--- src/rtl/clk_div_pkg.sv ---
// Shared types for the divided-clock monitor, the divider and the
// host-register block.
package clk_div_pkg;

  localparam int CNT_W_DEF = 32;

  typedef enum logic [1:0] {
    IDLE = 2'd0,
    HIGH = 2'd1,
    LOW  = 2'd2
  } state_e;

endpackage

--- src/rtl/clk_div_edge_det.sv ---
// div_in sampler and edge strobes; CLK_DIV_MON_SYNC_EN adds a
// two-flop synchronizer ahead of s_cur for asynchronous sources.
module clk_div_edge_det (
  input  logic clk,
  input  logic rst,
  input  logic div_in,
  output logic s_cur,
  output logic rise,
  output logic fall
);

  logic din;
  logic s_cur_q;
  logic s_prev_q;

`ifdef CLK_DIV_MON_SYNC_EN
  logic [1:0] sync_q;

  always_ff @(posedge clk or posedge rst) begin
    if (rst) sync_q <= '0;
    else     sync_q <= {sync_q[0], div_in};
  end

  assign din = sync_q[1];
`else
  assign din = div_in;
`endif

  always_ff @(posedge clk or posedge rst) begin
    if (rst) begin
      s_cur_q  <= 1'b0;
      s_prev_q <= 1'b0;
    end else begin
      s_cur_q  <= din;
      s_prev_q <= s_cur_q;
    end
  end

  assign s_cur = s_cur_q;
  assign rise  = s_cur_q & ~s_prev_q;
  assign fall  = ~s_cur_q & s_prev_q;

endmodule

--- src/rtl/clk_div_monitor.sv ---
// Measures high/low phases of a divided clock and flags mismatch/stuck.
// Define CLK_DIV_MON_SYNC_EN to synchronize div_in (2 extra cycles).
module clk_div_monitor
  import clk_div_pkg::*;
#(
  parameter int          CNT_W   = CNT_W_DEF,
  parameter logic [31:0] TIMEOUT = 32'd100_000_000
) (
  input  logic             clk,
  input  logic             rst,
  input  logic             en,
  input  logic             div_in,
  input  logic [CNT_W-1:0] exp_high,
  input  logic [CNT_W-1:0] exp_low,
  input  logic             clr_err,
  output logic [CNT_W-1:0] hi_meas,
  output logic [CNT_W-1:0] lo_meas,
  output logic             meas_valid,
  output logic [CNT_W-1:0] period_cnt,
  output logic             mismatch,
  output logic             stuck
);

  localparam logic [CNT_W-1:0] ONE = CNT_W'(1);

  function automatic logic [CNT_W-1:0] sat_inc(
    input logic [CNT_W-1:0] v
  );
    return (v == '1) ? v : v + ONE;
  endfunction

  logic s_cur, rise, fall;

  state_e           state_q, state_d;
  logic [CNT_W-1:0] hi_cnt_q, hi_cnt_d;
  logic [CNT_W-1:0] lo_cnt_q, lo_cnt_d;
  logic [CNT_W-1:0] hi_meas_q, hi_meas_d;
  logic [CNT_W-1:0] lo_meas_q, lo_meas_d;
  logic [CNT_W-1:0] pcnt_q, pcnt_d;
  logic             mv_q, mv_d;
  logic             mm_q, mm_d;
  logic             stuck_q, stuck_d;
  logic [31:0]      to_q, to_d;
  logic             new_mm;

  clk_div_edge_det u_edge (
    .clk    (clk),
    .rst    (rst),
    .div_in (div_in),
    .s_cur  (s_cur),
    .rise   (rise),
    .fall   (fall)
  );

  always_comb begin
    state_d   = state_q;
    hi_cnt_d  = hi_cnt_q;
    lo_cnt_d  = lo_cnt_q;
    hi_meas_d = hi_meas_q;
    lo_meas_d = lo_meas_q;
    pcnt_d    = pcnt_q;
    mv_d      = 1'b0;
    mm_d      = mm_q;
    stuck_d   = stuck_q;
    to_d      = to_q;
    new_mm    = 1'b0;
    if (!en) begin
      state_d  = IDLE;
      hi_cnt_d = '0;
      lo_cnt_d = '0;
      pcnt_d   = '0;
      stuck_d  = 1'b0;
      to_d     = '0;
    end else begin
      unique case (state_q)
        IDLE: begin
          if (rise) begin
            hi_cnt_d = ONE;
            state_d  = HIGH;
          end
        end
        HIGH: begin
          if (fall) begin
            hi_meas_d = hi_cnt_q;
            lo_cnt_d  = ONE;
            state_d   = LOW;
          end else if (s_cur) begin
            hi_cnt_d = sat_inc(hi_cnt_q);
          end
        end
        LOW: begin
          if (rise) begin
            lo_meas_d = lo_cnt_q;
            mv_d      = 1'b1;
            pcnt_d    = sat_inc(pcnt_q);
            new_mm    = (hi_meas_q != exp_high) ||
                        (lo_cnt_q != exp_low);
            hi_cnt_d  = ONE;
            state_d   = HIGH;
          end else if (!s_cur) begin
            lo_cnt_d = sat_inc(lo_cnt_q);
          end
        end
        default: state_d = IDLE;
      endcase
      // a fresh mismatch wins over a same-cycle clear
      mm_d = (mm_q & ~clr_err) | new_mm;
      if (rise || fall) begin
        to_d    = '0;
        stuck_d = 1'b0;
      end else begin
        to_d    = (to_q < TIMEOUT) ? to_q + 32'd1 : to_q;
        stuck_d = (to_d >= TIMEOUT);
      end
    end
  end

  always_ff @(posedge clk or posedge rst) begin
    if (rst) begin
      state_q   <= IDLE;
      hi_cnt_q  <= '0;
      lo_cnt_q  <= '0;
      hi_meas_q <= '0;
      lo_meas_q <= '0;
      pcnt_q    <= '0;
      mv_q      <= 1'b0;
      mm_q      <= 1'b0;
      stuck_q   <= 1'b0;
      to_q      <= '0;
    end else begin
      state_q   <= state_d;
      hi_cnt_q  <= hi_cnt_d;
      lo_cnt_q  <= lo_cnt_d;
      hi_meas_q <= hi_meas_d;
      lo_meas_q <= lo_meas_d;
      pcnt_q    <= pcnt_d;
      mv_q      <= mv_d;
      mm_q      <= mm_d;
      stuck_q   <= stuck_d;
      to_q      <= to_d;
    end
  end

  assign hi_meas    = hi_meas_q;
  assign lo_meas    = lo_meas_q;
  assign meas_valid = mv_q;
  assign period_cnt = pcnt_q;
  assign mismatch   = mm_q;
  assign stuck      = stuck_q;

endmodule

--- config.mk ---
export PLATFORM = sky130hd
export DESIGN_NAME = clk_div_monitor
export DESIGN_NICKNAME = d
export VERILOG_FILES = /design/src/rtl/clk_div_pkg.sv /design/src/rtl/clk_div_edge_det.sv /design/src/rtl/clk_div_monitor.sv
export SDC_FILE = /design/constraint.sdc
export NUM_CORES = 1
export LEC_CHECK = 0
export CAP_MARGIN = 15
export CORE_AREA = 2 2 142 144
export CTS_CLUSTER_SIZE = 24
export DETAILED_ROUTE_END_ITERATION = 7
export DIE_AREA = 0 0 144 146
export PLACE_DENSITY = 0.84
export SLEW_MARGIN = 20
export SYNTH_ARGS = -nofsm -noshare
export SYNTH_HDL_FRONTEND = slang
export SYNTH_HIERARCHICAL = 1
export SYNTH_SLANG_ARGS = --single-unit
--- constraint.sdc ---
create_clock -name clk -period 8.4 [get_ports clk]
set_input_delay 0.84 -clock clk [delete_from_list [all_inputs] [get_ports clk]]
set_output_delay 0.84 -clock clk [all_outputs]
set_load 0.03 [all_outputs]
[Yosys cells after proc, flatten, opt, wreduce, memory -nomap -nowiden]
Cells that the tools add are included.
Word-level totals
  register bits: 199
  output and inout port bits: 99
  bits of input ports: 69
  word-level logic and storage cells: 86
Cells by class
  mux-type cells: 31
  eq/ne operators: 20
  magnitude comparators: 2
  add/sub/neg operators: 4
  reduce and logical (&&, ||, !) cells: 10
  bitwise logic cells: 7
Operator list (number)
  32-bit two-way mux: 17
  32-bit by 1-bit adder with 32-bit output (second input constant): 4
  32-bit case mux with 2 select lines: 2
  32-bit equality test (second input constant): 3
  32-bit inequality test: 2
  32-bit by 27-bit >= comparator with 1-bit output (second input constant): 1
  32-bit by 27-bit less-than comparator with 1-bit output (second input constant): 1
  3-bit inequality test (second input constant): 6
  5-bit AND reduction: 2
  3-bit by 2-bit inequality test with 1-bit output (second input constant): 3
  3-bit AND reduction: 3
  1-bit two-way mux: 8
  2-bit two-way mux: 3
  2-bit by 1-bit inequality test with 1-bit output (second input constant): 2
  2-bit case mux with 2 select lines: 1
  1-bit AND: 3
  3-bit by 1-bit inequality test with 1-bit output (second input constant): 1
  1-bit inverter: 3
  2-bit by 1-bit equality test with 1-bit output (second input constant): 1
  2-bit equality test (second input constant): 1
  2-bit zero test: 1
  1-bit logical OR: 2
  2-bit inequality test (second input constant): 1
  2-bit AND reduction: 1
  other kinds (2): 2

[Depth between registers and ports, before layout]
  word-level depth: 6
  depth in mapped cells: 10
  gate-level depth less buffers: 8

[By module]
Netlist, hierarchy kept.
Modules (own cells, without submodules)
  clk_div_monitor: area an instance 10314.9 um^2, cells an instance 1021, times used 1, sequential area each 4929.7 um^2
  clk_div_edge_det: area an instance 68.8 um^2, cells an instance 5, times used 1, sequential area each 50.0 um^2

[Least setup slack after synthesis]
Ideal clock, no wire load.
  path kind: register -> register
  from: reg pcnt_q[6], in the netlist period_cnt[6]
  to: reg pcnt_q[25], in the netlist period_cnt[25]
  arrival time: 2.252 ns
  cell stages (with the launch flop): 8
  required time: 8.281 ns
  library setup time: 0.119 ns
  path slack: 6.029 ns
  period minus slack after synthesis: 2.371 ns
  cell sequence: dfrtp_1 -> and4_4 -> nand4_4 -> or3_4 -> a2111oi_4 -> and4_1 -> xor2_1 -> and2_1
On the way
  word-level cells in the longest chain between the ends: 5
RTL lines
  start, declared: line clk_div_monitor.sv:39  | logic [CNT_W-1:0] pcnt_q, pcnt_d;
  start signal, assigned: line clk_div_monitor.sv:136  | pcnt_q <= pcnt_d;
  32-bit by 1-bit adder with 32-bit output: line clk_div_monitor.sv:29  | return (v == '1) ? v : v + ONE;
  32-bit two-way mux: line clk_div_monitor.sv:29
  32-bit two-way mux: line clk_div_monitor.sv:92  | if (rise) begin
  32-bit two-way mux: line clk_div_monitor.sv:75  | unique case (state_q)
  32-bit two-way mux: line clk_div_monitor.sv:67  | if (!en) begin
Parallel ways exist; a longest one is shown, timed or not. The select of a mux whose other input is x is not followed.
A chain may end at the register's enable or synchronous reset.

[Final worst setup path]
  from: reg lo_cnt_q[1]
  to: reg lo_cnt_q[27]
On the way
  word-level cells in the longest chain between the ends: 6
RTL lines
  start, declared: line clk_div_monitor.sv:36  | logic [CNT_W-1:0] lo_cnt_q, lo_cnt_d;
  start signal, assigned: line clk_div_monitor.sv:133  | lo_cnt_q <= lo_cnt_d;
  32-bit by 1-bit adder with 32-bit output: line clk_div_monitor.sv:29
  32-bit two-way mux: line clk_div_monitor.sv:29
  32-bit two-way mux: line clk_div_monitor.sv:100  | end else if (!s_cur) begin
  32-bit two-way mux: line clk_div_monitor.sv:92
  32-bit case mux with 2 select lines: line clk_div_monitor.sv:75
  32-bit two-way mux: line clk_div_monitor.sv:67
Parallel ways exist; a longest one is shown, timed or not. The select of a mux whose other input is x is not followed.

==> impl_metrics.py <==
metrics = {
    "status": {
        "status": "completed",
    },
    "worst_hold_path": {
        "whs_path_depth": 0,
        "hold_class": "flip-flop to flip-flop",
        "whs_endpoint": "u_edge/s_prev_q",
        "hold_start": "u_edge/s_cur",
    },
    "place": {
        "portBuffers": 167,
        "dp_slack_ps": 5080,
        "dpl.hpwl_mm": 19.3,
        "gp_congestion": 0.882,
    },
    "pwr": {
        "netSwitchingFraction_pct": 23.5,
        "leakagePower_nw": 5.54,
        "seqPwrFrac_pct": 51.5,
        "clkPwrFrac_pct": 42.6,
        "peakVddDrop_v": 0.000165,
        "p_switching_uw": 443,
        "totalPowerFinal_mw": 1.88,
        "powerDensity_nw_per_um2": 146,
        "p_int_mw": 1.44,
        "power_frac_comb_pct": 6.0,
    },
    "layout": {
        "fillers": 1513,
        "final_cell_mix": "dfrtp_1 (199), clkdlybuf4s50_1 (167), xor2_1 (94), nor2_1 (89), nand2_1 (81)",
        "ff_latch_area_sq_um": 4980,
        "diodes": 0,
        "layout_commonest_cell": "dfrtp_1",
        "post-route-util_pct": 66.4,
        "area_growth_pct": 23.7,
        "final_nets": 1251,
        "layout-drive-gt1-share_pct": 10.6,
        "multi_input_area_sq_um": 5160,
    },
    "route": {
        "firstDrtPassIters": 6,
        "drt_iter0_markers": 827,
        "wire_per_inst_um": 18.5,
        "wl_mm": 27.0,
        "avgViaCountPerCell": 5.89,
        "drcViolationCount": 0,
        "vias": 8570,
        "ant_nets": 0,
    },
    "yosys": {
        "netlist_top_cells_area": "dfrtp_1 (48%), xor2_1 (7.9%), mux2_2 (6.1%), xnor2_1 (4.4%), nor2_1 (3.2%)",
        "syn_nets": 1099,
        "yosysWarnings": 6,
        "syn-cell-area_sq_um": 10400,
        "synthArstFlopShare_pct": 100,
        "synthFlopType": "dfrtp_1",
        "seq_area_frac_synth_pct": 48.0,
        "synth_edf_count": 0,
        "synth_cell_types": 71,
        "synth.avg_cell_area_sq_um": 10.1,
        "yosys.area.top_type": "dfrtp_1",
        "synth_top_area_share_pct": 48.0,
        "netlist_instances": 1026,
        "yosys_register_bits": 199,
    },
    "global_routing": {
        "overflow": 0,
        "grt_max_degree": 135,
        "track_usage_pct": 26.2,
        "antenna_found_initial": 0,
        "grt_pass1_vias": 8280,
        "grt_pass1_wl_mm": 43.4,
    },
    "critical_path": {
        "critPathMaxStageDelay_ps": 670,
        "crit_chain": "ha_1 > nand4_1 > nor4_2 > nand4_1 > a31oi_2 > buf_4 > nor4_1 > xnor2_1 > nor2_1",
        "ff2ff_path_depth": 9,
        "crit_path_frequent_cell": "nand4_1",
        "slowest_stage": "nor4_2",
        "crit_type": "flip-flop to flip-flop",
        "reg2reg_slack_ps": 5120,
        "cp-end-kind": "flip-flop",
        "startpoint_type": "flip-flop",
        "r2r-start": "lo_cnt_q[1]",
        "cp.arrival_ps": 3600,
        "timing.rr.end": "lo_cnt_q[27]",
        "crit_path_max_fanout": 31,
        "required_ps": 8710,
    },
    "clock_network": {
        "hold_buffers": 0,
        "postCtsSetupBuffers": 0,
        "cts_max_level": 4,
        "clkSlewWorstSetupHoldPaths_ps": 70,
        "clock-root-buffer": "clkbuf_16",
        "cts_tree": "built",
        "insertion_delay_ps": 450,
        "ctsLongestPathBuffers": 2,
        "cts_sinks": 199,
        "cts_inserted_buffers": 17,
        "post_cts_resized": 0,
    },
    "flow_run": {
        "max-cap-violations": 0,
    },
    "sta": {
        "slew_headroom_pct": 30.4,
        "fin_skew_ps": 13.3,
        "finalSetupTns_ps": 0,
        "fin_hold_ws_ps": 474,
        "rsz0062_at_grt": "false",
        "finalCritPeriodShare_pct": 39.1,
        "worst_slew_pin_slew_ps": 1040,
        "finalSetupViolations": 0,
        "min_period_ps": 3280,
        "clock.fmax_mhz": 305,
        "setup_slack_ps": 5120,
        "slew_violations": 0,
        "hold_viol_final": 0,
    },
    "die": {
        "core_area_sq_um": 19300,
        "initial_core_util_pct": 53.7,
        "dieArea_sq_um": 21000,
        "die_w_um": 144,
        "die_h_um": 146,
        "ios": 168,
        "row_count": 51,
    },
}
## power groups by stage
stage	combinational (mW)	sequential [mW]	clock (mW)
6_report	0.113	0.968	0.800
2_1_floorplan	0.0506	0.987	0
3_3_place_gp	0.111	0.985	0
5_1_grt	0.122	0.968	0.848
4_1_cts	0.113	0.967	0.810
3_5_place_dp	0.113	0.986	0
## worst max-delay path by stage
stage	from	cells past startpoint	endpoint	slack, ps
after floorplan	rst	1	hi_cnt_q[0]	2190
after global placement	en	8	hi_cnt_q[26]	5130
after detailed placement	en	8	hi_cnt_q[30]	5080
after CTS	lo_cnt_q[1]	9	lo_cnt_q[27]	5240
after global routing	lo_cnt_q[0]	9	lo_cnt_q[27]	4930
final	lo_cnt_q[1]	9	lo_cnt_q[27]	5120
## kinds of logic after synthesis
kind of cell	Yosys count	share of synthesized area (%)
AOI/OAI and AO/OA	121	7.74
xor gates and xnor gates	146	12.3
adders and majority gates	4	0.482
buffers and inverters	61	2.42
DFF	199	48.0
muxes	57	6.17
and+or+nand+nor	438	22.9
## state kept, by name (all words and copies together), names as in the netlist
register and flops:
hi_cnt_q 32, state_q 2, hi_meas 32, meas_valid 1
to_q 32, u_edge/s_cur 1, stuck 1, mismatch 1
lo_meas 32, lo_cnt_q 32, period_cnt 32, u_edge/s_prev_q 1
## per-stage QoR
| stage | std cells | instance area [sq um] |
|---|---|---|
| 6_report | 1456 | 12800 |
| 3_3_place_gp | 1424 | 12300 |
| 3_5_place_dp | 1424 | 12300 |
| 2_1_floorplan | 1026 | 10400 |
| 5_1_grt | 1456 | 12800 |
| 4_1_cts | 1456 | 12800 |
## routing by layer
| metal | GRT usage (%) | up-vias | routed length, um |
|---|---|---|---|
| met4 | 7.89 | 0 | 572 |
| met3 | 5.36 | 51 | 1920 |
| met2 | 41.7 | 420 | 12800 |
| li1 | - | 3898 | - |
| met5 | 0 | - | 0 |
| met1 | 36.2 | 4201 | 11700 |
## area by class of cell
type | count | share of cell area (%)
timing repair buffer | 172 | 13.3
tap | 265 | 2.58
clock buffer | 20 | 3.56
multi-input combinational | 766 | 40.2
clock inverter | 12 | 0.916
sequential | 199 | 38.8
inverter | 22 | 0.701
## worst max-delay path: cells and delay by family, from the launching register on
family	cells	cell delay (ps)
adders and majority gates	1	270
and+or+nand+nor	5	1410
DFF	1	480
buffers and inverters	1	390
AOI/OAI and AO/OA	1	400
xor gates and xnor gates	1	200
## cells in the mapped netlist, types with 3 or more instances
cell type / n
and3_1: 20
buf_2: 5
mux2_2: 56
or3_1: 15
o41ai_1: 5
and4_1: 9
buf_1: 3
o21ai_0: 50
nand3_1: 44
nand4b_1: 3
nor2_1: 89
nor4_2: 3
xnor2_1: 52
o211ai_1: 3
nand2b_1: 6
xor2_1: 94
nand3b_1: 3
nor4_1: 25
nand4_1: 30
or2_2: 6
and2_1: 43
buf_4: 4
a31oi_1: 6
nor2b_1: 6
nor3b_1: 4
inv_1: 22
nor3_1: 34
o31ai_1: 9
clkbuf_1: 26
dfrtp_1: 199
o21a_1: 3
ha_1: 4
nand2_1: 81
a21oi_1: 20
No activity file was read; power rests on OpenSTA's default activity.
